### config.mk
export PLATFORM = sky130hd
export DESIGN_NAME = fwd_hazard_ctrl_flat
export DESIGN_NICKNAME = d
export VERILOG_FILES = /design/src/rtl/mips_pkg.sv /design/src/rtl/fwd_hazard_ctrl_if.sv /design/src/rtl/fwd_sel.sv /design/src/rtl/fwd_hazard_ctrl.sv /design/src/flat_wrapper.sv
export SDC_FILE = /design/constraint.sdc
export NUM_CORES = 1
export LEC_CHECK = 0
export CORE_MARGIN = 5
export CORE_UTILIZATION = 40
export DETAILED_ROUTE_END_ITERATION = 10
export GPL_ROUTABILITY_DRIVEN = 0
export PLACE_DENSITY = 0.69
export SYNTH_ARGS = -nofsm -noshare
export SYNTH_HDL_FRONTEND = slang
export SYNTH_SLANG_ARGS = --single-unit
### constraint.sdc
create_clock -name clk -period 3.6 [get_ports clk]
set_clock_uncertainty 0.1 [all_clocks]
set_input_delay 0.72 -clock clk [delete_from_list [all_inputs] [get_ports clk]]
set_output_delay 0.72 -clock clk [all_outputs]
set_load 0.01 [all_outputs]
### src/rtl/mips_pkg.sv
// Shared MIPS pipeline constants: register-address width, the $0 index and the
// EX operand forward-select codes.
package mips_pkg;

   localparam int REG_AW   = 5;
   localparam int REG_ZERO = 0;

   typedef enum logic [1:0] {
      FWD_REG = 2'b00,
      FWD_WB  = 2'b01,
      FWD_MEM = 2'b10
   } fwd_e;

endpackage

### src/rtl/fwd_hazard_ctrl_if.sv
// ID-stage fields in, forward selects and stall/bubble control out.
// stall_count exists only when FWD_STALL_CNT_EN is defined.
interface fwd_hazard_ctrl_if #(
   parameter int REG_AW = 5,
   parameter int CNT_W  = 32
) ();

   logic [REG_AW-1:0] rs_id;
   logic [REG_AW-1:0] rt_id;
   logic [REG_AW-1:0] rd_id;
   logic              uses_rt_id;
   logic              regwrite_id;
   logic              memread_id;
   logic              flush_id;
   logic [1:0]        FA;
   logic [1:0]        FB;
   logic              stall;
   logic              pc_write;
   logic              ifid_write;
   logic              idex_bubble;
`ifdef FWD_STALL_CNT_EN
   logic [CNT_W-1:0]  stall_count;
`endif

   // master: the pipeline datapath; slave: the forwarding/hazard unit
   modport master (
      output rs_id, rt_id, rd_id, uses_rt_id, regwrite_id, memread_id, flush_id,
      input  FA, FB, stall, pc_write, ifid_write, idex_bubble
`ifdef FWD_STALL_CNT_EN
      , input stall_count
`endif
   );

   modport slave (
      input  rs_id, rt_id, rd_id, uses_rt_id, regwrite_id, memread_id, flush_id,
      output FA, FB, stall, pc_write, ifid_write, idex_bubble
`ifdef FWD_STALL_CNT_EN
      , output stall_count
`endif
   );

endinterface

### src/rtl/fwd_sel.sv
// Forward-select for one EX source register: MEM result beats WB data, $0 never forwards.
module fwd_sel
   import mips_pkg::*;
#(
   parameter int AW = mips_pkg::REG_AW
) (
   input  logic [AW-1:0] src,
   input  logic [AW-1:0] mem_rd,
   input  logic          mem_rw,
   input  logic [AW-1:0] wb_rd,
   input  logic          wb_rw,
   output logic [1:0]    sel
);

   localparam logic [AW-1:0] RZ = AW'(REG_ZERO);

   always_comb begin
      sel = FWD_REG;
      if (mem_rw && (mem_rd != RZ) && (mem_rd == src)) begin
         sel = FWD_MEM;
      end else if (wb_rw && (wb_rd != RZ) && (wb_rd == src)) begin
         sel = FWD_WB;
      end
   end

endmodule

### src/rtl/fwd_hazard_ctrl.sv
// Forwarding and load-use hazard unit tracking EX/MEM/WB register fields beside ID/EX.
// Define FWD_STALL_CNT_EN to add the stall_count output and its counter.
module fwd_hazard_ctrl #(
   parameter int REG_AW = mips_pkg::REG_AW,
   parameter int CNT_W  = 32
) (
   input logic              clk,
   input logic              rst,
   fwd_hazard_ctrl_if.slave bus
);

   localparam logic [REG_AW-1:0] RZ = REG_AW'(mips_pkg::REG_ZERO);

   logic [REG_AW-1:0] ex_rs, ex_rt, ex_rd;
   logic              ex_rw, ex_mr;
   logic [REG_AW-1:0] mem_rd;
   logic              mem_rw;
   logic [REG_AW-1:0] wb_rd;
   logic              wb_rw;

   logic              stall;
   logic              bubble;
   logic [1:0]        fa, fb;

   // Load-use check uses only registered EX state plus ID fields, so no datapath loop
   always_comb begin
      stall = ex_mr && (ex_rd != RZ) &&
              ((ex_rd == bus.rs_id) || (bus.uses_rt_id && (ex_rd == bus.rt_id)));
   end

   assign bubble          = stall | bus.flush_id;
   assign bus.stall       = stall;
   assign bus.pc_write    = ~stall;
   assign bus.ifid_write  = ~stall;
   assign bus.idex_bubble = bubble;
   assign bus.FA          = fa;
   assign bus.FB          = fb;

   // ID -> EX -> MEM -> WB shadow shift; a bubble enters EX with every field zero
   always_ff @(posedge clk) begin
      if (rst) begin
         ex_rs  <= '0;
         ex_rt  <= '0;
         ex_rd  <= '0;
         ex_rw  <= 1'b0;
         ex_mr  <= 1'b0;
         mem_rd <= '0;
         mem_rw <= 1'b0;
         wb_rd  <= '0;
         wb_rw  <= 1'b0;
      end else begin
         wb_rd  <= mem_rd;
         wb_rw  <= mem_rw;
         mem_rd <= ex_rd;
         mem_rw <= ex_rw;
         if (bubble) begin
            ex_rs <= '0;
            ex_rt <= '0;
            ex_rd <= '0;
            ex_rw <= 1'b0;
            ex_mr <= 1'b0;
         end else begin
            ex_rs <= bus.rs_id;
            ex_rt <= bus.rt_id;
            ex_rd <= bus.rd_id;
            ex_rw <= bus.regwrite_id;
            ex_mr <= bus.memread_id;
         end
      end
   end

   fwd_sel #(.AW(REG_AW)) u_fwd_a (
      .src    (ex_rs),
      .mem_rd (mem_rd),
      .mem_rw (mem_rw),
      .wb_rd  (wb_rd),
      .wb_rw  (wb_rw),
      .sel    (fa)
   );

   fwd_sel #(.AW(REG_AW)) u_fwd_b (
      .src    (ex_rt),
      .mem_rd (mem_rd),
      .mem_rw (mem_rw),
      .wb_rd  (wb_rd),
      .wb_rw  (wb_rw),
      .sel    (fb)
   );

`ifdef FWD_STALL_CNT_EN
   logic [CNT_W-1:0] stall_cnt;

   always_ff @(posedge clk) begin
      if (rst) begin
         stall_cnt <= '0;
      end else if (stall) begin
         stall_cnt <= stall_cnt + 1'b1;
      end
   end

   assign bus.stall_count = stall_cnt;
`endif

endmodule

### src/flat_wrapper.sv
// flat-port wrapper written by rule: the top's interface ports become plain ports
module fwd_hazard_ctrl_flat 
#(
   parameter int REG_AW = mips_pkg::REG_AW,
   parameter int CNT_W  = 32
)
  (clk, rst, bus_rs_id, bus_rt_id, bus_rd_id, bus_uses_rt_id, bus_regwrite_id, bus_memread_id, bus_flush_id, bus_FA, bus_FB, bus_stall, bus_pc_write, bus_ifid_write, bus_idex_bubble);
  fwd_hazard_ctrl_if #(.REG_AW(REG_AW), .CNT_W(CNT_W)) bus_i ();
  input logic clk;
  input logic rst;
  input wire logic [$bits(bus_i.rs_id)-1:0] bus_rs_id;
  input wire logic [$bits(bus_i.rt_id)-1:0] bus_rt_id;
  input wire logic [$bits(bus_i.rd_id)-1:0] bus_rd_id;
  input wire logic [$bits(bus_i.uses_rt_id)-1:0] bus_uses_rt_id;
  input wire logic [$bits(bus_i.regwrite_id)-1:0] bus_regwrite_id;
  input wire logic [$bits(bus_i.memread_id)-1:0] bus_memread_id;
  input wire logic [$bits(bus_i.flush_id)-1:0] bus_flush_id;
  output wire logic [$bits(bus_i.FA)-1:0] bus_FA;
  output wire logic [$bits(bus_i.FB)-1:0] bus_FB;
  output wire logic [$bits(bus_i.stall)-1:0] bus_stall;
  output wire logic [$bits(bus_i.pc_write)-1:0] bus_pc_write;
  output wire logic [$bits(bus_i.ifid_write)-1:0] bus_ifid_write;
  output wire logic [$bits(bus_i.idex_bubble)-1:0] bus_idex_bubble;
  assign bus_i.rs_id = bus_rs_id;
  assign bus_i.rt_id = bus_rt_id;
  assign bus_i.rd_id = bus_rd_id;
  assign bus_i.uses_rt_id = bus_uses_rt_id;
  assign bus_i.regwrite_id = bus_regwrite_id;
  assign bus_i.memread_id = bus_memread_id;
  assign bus_i.flush_id = bus_flush_id;
  assign bus_FA = bus_i.FA;
  assign bus_FB = bus_i.FB;
  assign bus_stall = bus_i.stall;
  assign bus_pc_write = bus_i.pc_write;
  assign bus_ifid_write = bus_i.ifid_write;
  assign bus_idex_bubble = bus_i.idex_bubble;
  fwd_hazard_ctrl #(.REG_AW(REG_AW), .CNT_W(CNT_W)) u_core (.clk(clk), .rst(rst), .bus(bus_i));
endmodule
==> summary.md, run 1 <==
| Metric | Value |
|---|---|
| Outcome | `finished, final reports clean` |
| Syn nets | `roughly 160` |
| Worst-margin pin slew | `slightly above 0.6 ns` |
| Net switching power | `0.143 mW` |
| Drt first pass iters | `4` |
| Drc violations | `0` |
| Final Hold Fails | `0` |
| Overflow after GRT | `0` |
| Routed vias/inst | `4.71` |
| Max IR drop VDD | `between 0.15 and 0.2 mV` |
| Critical path peak fanout | `16` |
| CTS root buffer | `clkbuf_4` |
| Sequential share of power | `57.6%` |
| Post-layout util | `53.8%` |
| Yosys top cell by area | `dfxtp_1` |
| Max incr delay on CP | `~0.54 ns` |
| Clock transition at path regs | `about 0.08 ns` |
| Hold Crit Class | `register to register` |
| Crit path arrival time | `2.59 ns` |
| Die H | `66.0 um` |
| Area growth, synth to finish | `30.1%` |
| Warnings, synthesis | `0` |
| Row cnt | `20` |
| CTS tree | `yes` |
| I/O pins | `29` |
| Worst rel slew slack | `59.0%` |
| Crit path launch | `bus_rs_id[4]` |
| CP cell instances | `clkdlybuf4s50_1, xnor2_1, nand3_1, o22ai_1, buf_4, and2_1, clkdlybuf4s50_1` |
| Worst reg2reg path startpoint | `u_core.ex_rd[0]$_SDFF_PP0_` |
| Post-CTS sizing | `0` |
| WS Path Type | `primary input to output port` |
| Critical path's slowest cell | `clkdlybuf4s50_1` |
| First-pass GRT wire length | `4.53 mm` |
| CTS H-tree lvls | `2` |
| CP required | `approximately 2.8 ns` |
| Yosys top cell area share | `46.4%` |
| Sequential area share after synthesis | `between 40% and 50%` |
| Netlist cell types | `21` |
| Vias | `993` |
| PwrDens | `roughly 360 nW/um2` |
| Clock share of power | `29.8%` |
| Die area | `4350 um2` |
| CP dominant cell by count | `clkdlybuf4s50_1` |
| Avg Synthesized Cell Area | `9.28 um2` |
| RSZ-0062 raised after global routing | `no` |
| Combinational Power Share | `12.6%` |
| Post-synthesis cell area | `1250 um2` |
| Synthesized flop and latch total | `29` |
| Initial DRC Count | `23` |
| Layout cell share with drive strength beyond 1 | `under 10%` |
| Reg2reg end | `u_core.ex_rt[1]$_SDFF_PP0_` |
| Worst-Skew Late Latency | `0.32 ns` |
| Syn Inst Count | `135` |
| Port Buffers | `28` |
| Starting Density | `41.4%` |
| Initial antenna violation count | `0` |
| Largest net degree at the start of global routing | `21` |
| CTS Hold Bufs | `0` |
| Num CTS Buffers | `5` |
| Worst Setup EP | `bus_stall` |
| Clk buf depth | `2` |
| GRT Util Overall | `a little over an eighth` |
| Core Region | `~3000 um2` |
| P_int | `0.450 mW` |
| Crit share post-route | `94.7%` |
| Reg2Reg Depth | `3` |
| NumNets Final | `187` |
| Sw Share | `24.2%` |
| Setup Buffers After CTS | `0` |
| DRT antenna net count | `0` |
| Critical Path Start Type | `primary input` |
| MaxCap Viol Count | `0` |
| Fin Setup TNS | `0 ns` |
| Period minus WS final | `3.41 ns` |
| Pleak | `0.677 nW` |
| Die W | `66.0 um` |
| Detail Placement HPWL | `roughly 2.1 mm` |
| Top cells by area, synth | `dfxtp_1, xnor2_1, xor2_1` |
| Mean routed wirelength per cell | `12.4 um` |
| Reg2reg setup slack | `1.89 ns` |
| Total wire length | `between 2 and 3 mm` |
| Finish-stage setup viols | `0` |
| Max Slew Vio Count | `0` |
| Crit end category | `output port` |
| Max Clk Rate | `293 MHz` |
| Number of global-route vias before repair | `993` |
| Clock Sinks | `29` |
| N_diodes | `0` |
## synthesized netlist by cell type (all sizes together)
| library cell | n |
|---|---|
| a21o | 1 |
| a21oi | 17 |
| and2 | 1 |
| buf | 3 |
| clkbuf | 4 |
| dfxtp | 29 |
| nand2 | 20 |
| nand3 | 3 |
| nand4 | 1 |
| nor2 | 1 |
| nor2b | 12 |
| nor4 | 4 |
| o21a | 1 |
| o21ai | 2 |
| o22ai | 1 |
| or4 | 5 |
| xnor2 | 16 |
| xor2 | 14 |
## layer usage
layer | vias up | GRT usage (%) | share of wire, %
li1 | 510 | - | -
met1 | 443 | 15.2 | 42
met2 | 32 | 22.7 | 49
met3 | 8 | 6.29 | 6.8
met4 | 0 | 5.08 | 1.8
met5 | - | 0 | 0
## cell type report
class                   count  area (um2)
clock buffers               6        41.3
multi-input cells          99         639
repair buffers             31         303
flip-flops and latches     29         581
fillers                   292        1400
well taps                  44        55.1
clock inverters             2        10.0
## how the worst min path moves through the flow
| stage | cells past startpoint | end | startpoint | slack (ns) |
|---|---|---|---|---|
| after global placement | 1 | u_core.mem_rw$_SDFF_PP0_ | u_core.ex_rw$_SDFF_PP0_ | 0.34 |
| final | 1 | u_core.mem_rw$_SDFF_PP0_ | u_core.ex_rw$_SDFF_PP0_ | 0.36 |
| after CTS | 1 | u_core.mem_rw$_SDFF_PP0_ | u_core.ex_rw$_SDFF_PP0_ | 0.36 |
| after detailed placement | 1 | u_core.mem_rw$_SDFF_PP0_ | u_core.ex_rw$_SDFF_PP0_ | 0.34 |
| after floorplan | 1 | u_core.mem_rw$_SDFF_PP0_ | u_core.ex_rw$_SDFF_PP0_ | 0.31 |
| after global routing | 1 | u_core.mem_rw$_SDFF_PP0_ | u_core.ex_rw$_SDFF_PP0_ | 0.37 |
## power groups by stage
stage                     Sequential (mW)  Combinational, mW  Clock, mW
final                               0.342             0.0747      0.177
after detailed placement            0.350             0.0751          0
after CTS                           0.342             0.0752      0.186
after floorplan                     0.347             0.0404          0
after global placement              0.349             0.0729          0
after global routing                0.344             0.0813      0.201
## layout by cell type, fill, tap and decap left out
cell type	n
buf_4	3
clkdlybuf4s50_1	28
o21ai_2	1
nor2_1	1
dfxtp_1	29
nor2b_1	12
o22ai_1	1
a21o_1	1
nand2_1	20
nand3_1	3
and2_1	1
clkinv_2	2
xnor2_1	16
o21ai_1	1
nand4_1	1
clkbuf_1	1
clkbuf_4	5
xor2_1	14
nor4_1	2
nor4_2	2
or4_1	5
o21a_1	1
a21oi_1	17
## worst max-delay path: cells and delay by family
family / cells / cell delay (ns)
AO/OA/AOI/OAI: 1 / 0.21
XOR/XNOR: 1 / 0.13
AND/OR/NAND/NOR: 2 / 0.26
buffers and inverters: 3 / 1.27
## stage by stage
stage          hold slack, ns  setup WS [ns]  instance area, um2  total power, mW  cells
6_report                0.359          0.189                1630            0.593    211
5_1_grt                 0.375         0.0526                1630            0.626    211
4_1_cts                 0.355          0.164                1630            0.603    211
3_5_place_dp            0.336          0.169                1580            0.425    203
3_3_place_gp            0.338          0.237                1580            0.422    203
2_1_floorplan           0.314           1.08                1250            0.387    135
## logic make-up after synthesis
group / after synthesis / synth area share (%)
compound gates: 22 / 9.59
xor+xnor: 30 / 21.0
buf+inv: 7 / 2.60
flops: 29 / 46.4
simple gates: 47 / 20.5
## flip-flops by register name (all words and copies together), names as in the netlist
name / cells
u_core.ex_mr: 1
u_core.ex_rd: 5
u_core.ex_rs: 5
u_core.ex_rt: 5
u_core.ex_rw: 1
u_core.mem_rd: 5
u_core.mem_rw: 1
u_core.wb_rd: 5
u_core.wb_rw: 1
Power figures use the tool's default switching activity.
==> run 2, diff against run 1 <==
GPL_ROUTABILITY_DRIVEN = unset   (was 0)
TNS_END_PERCENT = 30   (was unset)
==> results of run 2 <==
No change in the layout: final DEF, timing and power equal those of run 1.
